[src/rtl/simon_cue_player.sv]
// simon_cue_player: plays one Simon colour cue as a timed one-hot LED plus a
// per-colour square-wave tone, then a silent gap, and pulses done on completion.
`default_nettype none

module simon_cue_player #(
    parameter int CW         = 26,
    parameter int ON_CYCLES  = 40_000_000,
    parameter int GAP_CYCLES = 10_000_000,
    parameter int TW         = 18,
    parameter int HALF0      = 151686,
    parameter int HALF1      = 191113,
    parameter int HALF2      = 227273,
    parameter int HALF3      = 113636
) (
    input  logic       clk,
    input  logic       rst_n,
    input  logic       req_valid,
    input  logic [1:0] req_color,
    output logic       req_ready,
    input  logic       abort,
    output logic [3:0] led,
    output logic       tone,
    output logic       busy,
    output logic       done
);

    typedef enum logic [1:0] {
        S_IDLE = 2'd0,
        S_ON   = 2'd1,
        S_GAP  = 2'd2
    } state_t;

    localparam logic [CW-1:0] ON_LAST  = CW'(ON_CYCLES - 1);
    localparam logic [CW-1:0] GAP_LAST = CW'(GAP_CYCLES - 1);

    state_t          state;
    logic [CW-1:0]   dur;
    logic [TW-1:0]   tcnt;
    logic [1:0]      color;
    logic [TW-1:0]   half_last;

    always_comb begin
        half_last = TW'(HALF0 - 1);
        case (color)
            2'd0:    half_last = TW'(HALF0 - 1);
            2'd1:    half_last = TW'(HALF1 - 1);
            2'd2:    half_last = TW'(HALF2 - 1);
            default: half_last = TW'(HALF3 - 1);
        endcase
    end

    always_ff @(posedge clk or negedge rst_n) begin
        if (!rst_n) begin
            state     <= S_IDLE;
            dur       <= '0;
            tcnt      <= '0;
            color     <= 2'd0;
            led       <= 4'b0000;
            tone      <= 1'b0;
            busy      <= 1'b0;
            done      <= 1'b0;
            req_ready <= 1'b1;
        end else begin
            done <= 1'b0;
            case (state)
                S_IDLE: begin
                    // abort takes priority over a simultaneous request
                    if (req_valid && !abort) begin
                        state     <= S_ON;
                        color     <= req_color;
                        led       <= 4'b0001 << req_color;
                        busy      <= 1'b1;
                        req_ready <= 1'b0;
                        dur       <= '0;
                        tcnt      <= '0;
                        tone      <= 1'b0;
                    end
                end
                S_ON: begin
                    if (abort) begin
                        state     <= S_IDLE;
                        led       <= 4'b0000;
                        tone      <= 1'b0;
                        busy      <= 1'b0;
                        req_ready <= 1'b1;
                        dur       <= '0;
                        tcnt      <= '0;
                    end else if (dur == ON_LAST) begin
                        state <= S_GAP;
                        led   <= 4'b0000;
                        tone  <= 1'b0;
                        dur   <= '0;
                        tcnt  <= '0;
                    end else begin
                        dur <= dur + 1'b1;
                        if (tcnt == half_last) begin
                            tone <= ~tone;
                            tcnt <= '0;
                        end else begin
                            tcnt <= tcnt + 1'b1;
                        end
                    end
                end
                S_GAP: begin
                    if (abort) begin
                        state     <= S_IDLE;
                        busy      <= 1'b0;
                        req_ready <= 1'b1;
                        dur       <= '0;
                    end else if (dur == GAP_LAST) begin
                        state     <= S_IDLE;
                        done      <= 1'b1;
                        busy      <= 1'b0;
                        req_ready <= 1'b1;
                        dur       <= '0;
                    end else begin
                        dur <= dur + 1'b1;
                    end
                end
                default: begin
                    state     <= S_IDLE;
                    led       <= 4'b0000;
                    tone      <= 1'b0;
                    busy      <= 1'b0;
                    req_ready <= 1'b1;
                    dur       <= '0;
                    tcnt      <= '0;
                end
            endcase
        end
    end

endmodule

`default_nettype wire

[config.mk]
export PLATFORM = sky130hd
export DESIGN_NAME = simon_cue_player
export DESIGN_NICKNAME = d
export VERILOG_FILES = /design/src/rtl/simon_cue_player.sv
export SDC_FILE = /design/constraint.sdc
export NUM_CORES = 1
export LEC_CHECK = 0
export ABC_AREA = 1
export BUFFER_PORTS_ARGS = -buffer_cell sky130_fd_sc_hd__buf_4
export CAP_MARGIN = 10
export CORE_ASPECT_RATIO = 0.5
export CORE_MARGIN = 2
export CORE_UTILIZATION = 50
export CTS_CLUSTER_DIAMETER = 100
export DETAILED_ROUTE_END_ITERATION = 6
export PLACE_DENSITY = 0.7
export SLEW_MARGIN = 5
export SYNTH_ARGS = -nofsm -noshare
export SYNTH_HDL_FRONTEND = slang
export SYNTH_SLANG_ARGS = --single-unit
[constraint.sdc]
create_clock -name clk -period 2.12 [get_ports clk]
set_clock_uncertainty 0.2 [all_clocks]
set_input_delay 0.212 -clock clk [delete_from_list [all_inputs] [get_ports clk]]
set_output_delay 0.212 -clock clk [all_outputs]
set_load 0.005 [all_outputs]
==> summary.md <==
| Metric | Value |
|---|---|
| Insertion delay to the later sink of the worst-skew pair | `0.30 ns` |
| Initial Util | `52.6%` |
| RSZ-0062 raised after global routing | `no` |
| Slew Limit Fails | `0` |
| Fmax | `0.506 GHz` |
| Die Y | `63.8 µm` |
| Total Wirelength | `8190 µm` |
| Port Buffers | `13` |
| Via density | `5.19` |
| Ys flop type | `dfrtp_1` |
| Pin count of the biggest net entering global routing | `57` |
| Crit path kind | `in -> reg` |
| R2r setup slk | `0.16 ns` |
| Vias | `3152` |
| Status | `finished clean` |
| Final hold vios | `0` |
| Reg-to-Reg Start | `color[0]` |
| Avg Inst Size Synth | `7.32 µm²` |
| Slew HR | `52.0%` |
| Most frequent cell after synthesis | `nand2_1` |
| Commonest cells in the synthesized netlist | `nand2_1, nor2_1, dfrtp_1, inv_1, nand3_1` |
| Area contributors post-synth | `dfrtp_1, nand2_1, nor2_1` |
| First DRT Iteration DRCs | `305` |
| CP endpoint kind | `flip-flop` |
| Vias in the first global route | `2954` |
| Yosys top cell area share | `38.4%` |
| CTS sink cnt | `56` |
| Final HPWL DP | `5790 µm` |
| Core ar. | `6810 µm²` |
| DP Worst Slack | `0.107 ns` |
| Site row count | `21` |
| Crit path DAT | `2.01 ns` |
| Detailed-route DRC error count | `0` |
| Post-synth EDFFs | `0` |
| Finished Layout Cells | `607` |
| Ant. Diodes | `0` |
| Synth Register Bits | `56` |
| H-tree levels | `2` |
| Post-synth cell types | `34` |
| Worst endpoint required time | `2.15 ns` |
| Startpoint type of the worst setup path | `input port` |
| TNS Setup | `0 ns` |
| Final setup fails | `0` |
| Worst slew pin tran | `0.720 ns` |
| Hold path startpoint | `req_valid` |
| Ys async rst share | `100%` |
| First-pass GRT wire length | `14200 µm` |
| CP cell instances | `dlygate4sd3_1 > buf_4 > inv_2 > nand2_2 > nand2_2 > buf_6 > nand3b_1 > nor2_1 > nand2_1 > xor2_1 > a21oi_1` |
| Share of post-route cells with drive strength above 1 | `14.4%` |
| CP most frequent cell | `nand2_2` |
| GP Congestion | `0.956` |
| Post-route ant nets | `0` |
| CP startpoint | `abort` |
| Area leader, netlist | `dfrtp_1` |
| Sequential share of the synthesized area | `39.2%` |
| Layout Nets | `529` |
| Clock root buffer | `clkbuf_16` |
| Routed wire per std cell | `13.5 µm` |
| I/O Pins | `14` |
| Net Count, Synth | `504` |
| Max stage delay cell, worst path | `dlygate4sd3_1` |
| Worst setup margin | `0.143 ns` |
| Maximum VDD drop | `394 µV` |
| Initial antenna violation count | `0` |
| Hold slack | `0.0925 ns` |
| Layout area overhead | `14.2%` |
| Layout fillers | `631` |
| Max-cap violation count | `0` |
| Die width | `124 µm` |
| Inst Count DP | `593` |
| Power Density | `941 nW/µm²` |
| Critical path's largest stage delay | `0.54 ns` |
| Tightest Hold Check Type | `in -> reg` |
| CTS tree | `built` |
| Largest fanout on the critical path | `20` |
| CTS buffer count | `5` |
| Fin crit share | `93.3%` |
| Grt ovf | `0` |
| Synth warn | `0` |
| Static Leak | `1.77 nW` |
| Die area | `7900 µm²` |
| Post-Synthesis Cell Area | `3580 µm²` |
| Top delay family on crit path | `buffers and inverters` |
| Clk buf depth | `2` |
| Design Power | `3.85 mW` |
| CTS clk-pin slew, worst paths | `0.08 ns` |
| Router iterations before antenna repair | `5` |
| WP buf/inv | `4` |
| Final min period | `1.98 ns` |
| GRT Overall Usage | `23.1%` |
| Post-Syn Instances | `489` |
==> cells in the final DEF (no fill, tap or decap), drive strengths merged, types with 4 or more instances in the layout <==
cell type    instances
nand2              129
nor2                83
inv                 60
dfrtp               55
nand3               43
a21oi               23
buf                 22
xor2                21
o21ai               20
nand4               13
nor3                13
ha                   9
clkbuf               5
xnor2                4
dlygate4sd3          4
==> cell type report <==
class | instances | area, µm² | area share [%]
sequential | 56 | 1400 | 34.3
timing repair buffer | 26 | 238 | 5.82
inverter | 59 | 229 | 5.60
clock buffer | 5 | 125 | 3.06
tap | 92 | 115 | 2.82
clock inverter | 3 | 68.8 | 1.68
multi-input combinational | 366 | 1910 | 46.7
==> metrics by stage <==
step           util [%]  cell area (µm²)
2_1_floorplan         -             3580
3_3_place_gp       55.9             3810
3_5_place_dp       55.9             3810
4_1_cts            59.4             4040
5_1_grt            60.1             4090
6_report           60.1             4090
==> registers in the layout, indices dropped and copies added, names as in the netlist <==
register	count
state	2
tcnt	18
req_ready	1
color	2
busy	1
dur	26
done	1
led	4
tone	1
==> cells by family (layout without fill, tap and decap cells) <==
group | Yosys count | after routing | share of synthesized area [%]
DFF | 56 | 56 | 39.2
AOI/OAI and AO/OA | 48 | 48 | 7.34
and+or+nand+nor | 283 | 283 | 35.8
muxes | 1 | 1 | 0.314
xor gates and xnor gates | 25 | 25 | 6.11
buffers and inverters | 67 | 93 | 8.11
adders and majority gates | 9 | 9 | 3.14
==> power breakdown <==
part / switching (mW) / internal [mW] / total, mW
registers: 0.0974 / 1.20 / 1.30
clock network: 0.416 / 0.682 / 1.10
logic: 0.929 / 0.522 / 1.45
==> tightest hold or removal path: stages <==
cell and delay, ns:
buf_4 0.12, nand3_1 0.14, o21ai_0 0.09
==> final timing paths <==
kind                            endpoint  depth (start not counted)
max in group asynchronous       color[0]                          2
worst min register to register      busy                          2
worst max register to register  tcnt[16]                         13
min in group asynchronous       tcnt[12]                          2
worst max-delay path              dur[9]                         11
worst min-delay path            color[1]                          3
==> per-layer routing <==
metal	up-vias	GRT usage (%)	part of all wire, %
met2	78	34.3	45
met5	-	0	0
met4	0	6.39	1.3
met1	1455	33.7	49
met3	13	5.45	5.1
li1	1606	-	-
==> what timing repair did <==
item                                    in CTS  in global routing
hold endpoints to repair                    59                  0
hold buffers                                 4                  0
buffers inserted                             0                  2
resized for setup                            0                 11
endpoints found under the setup margin       0                 42
(Power assumes the default switching activity.)
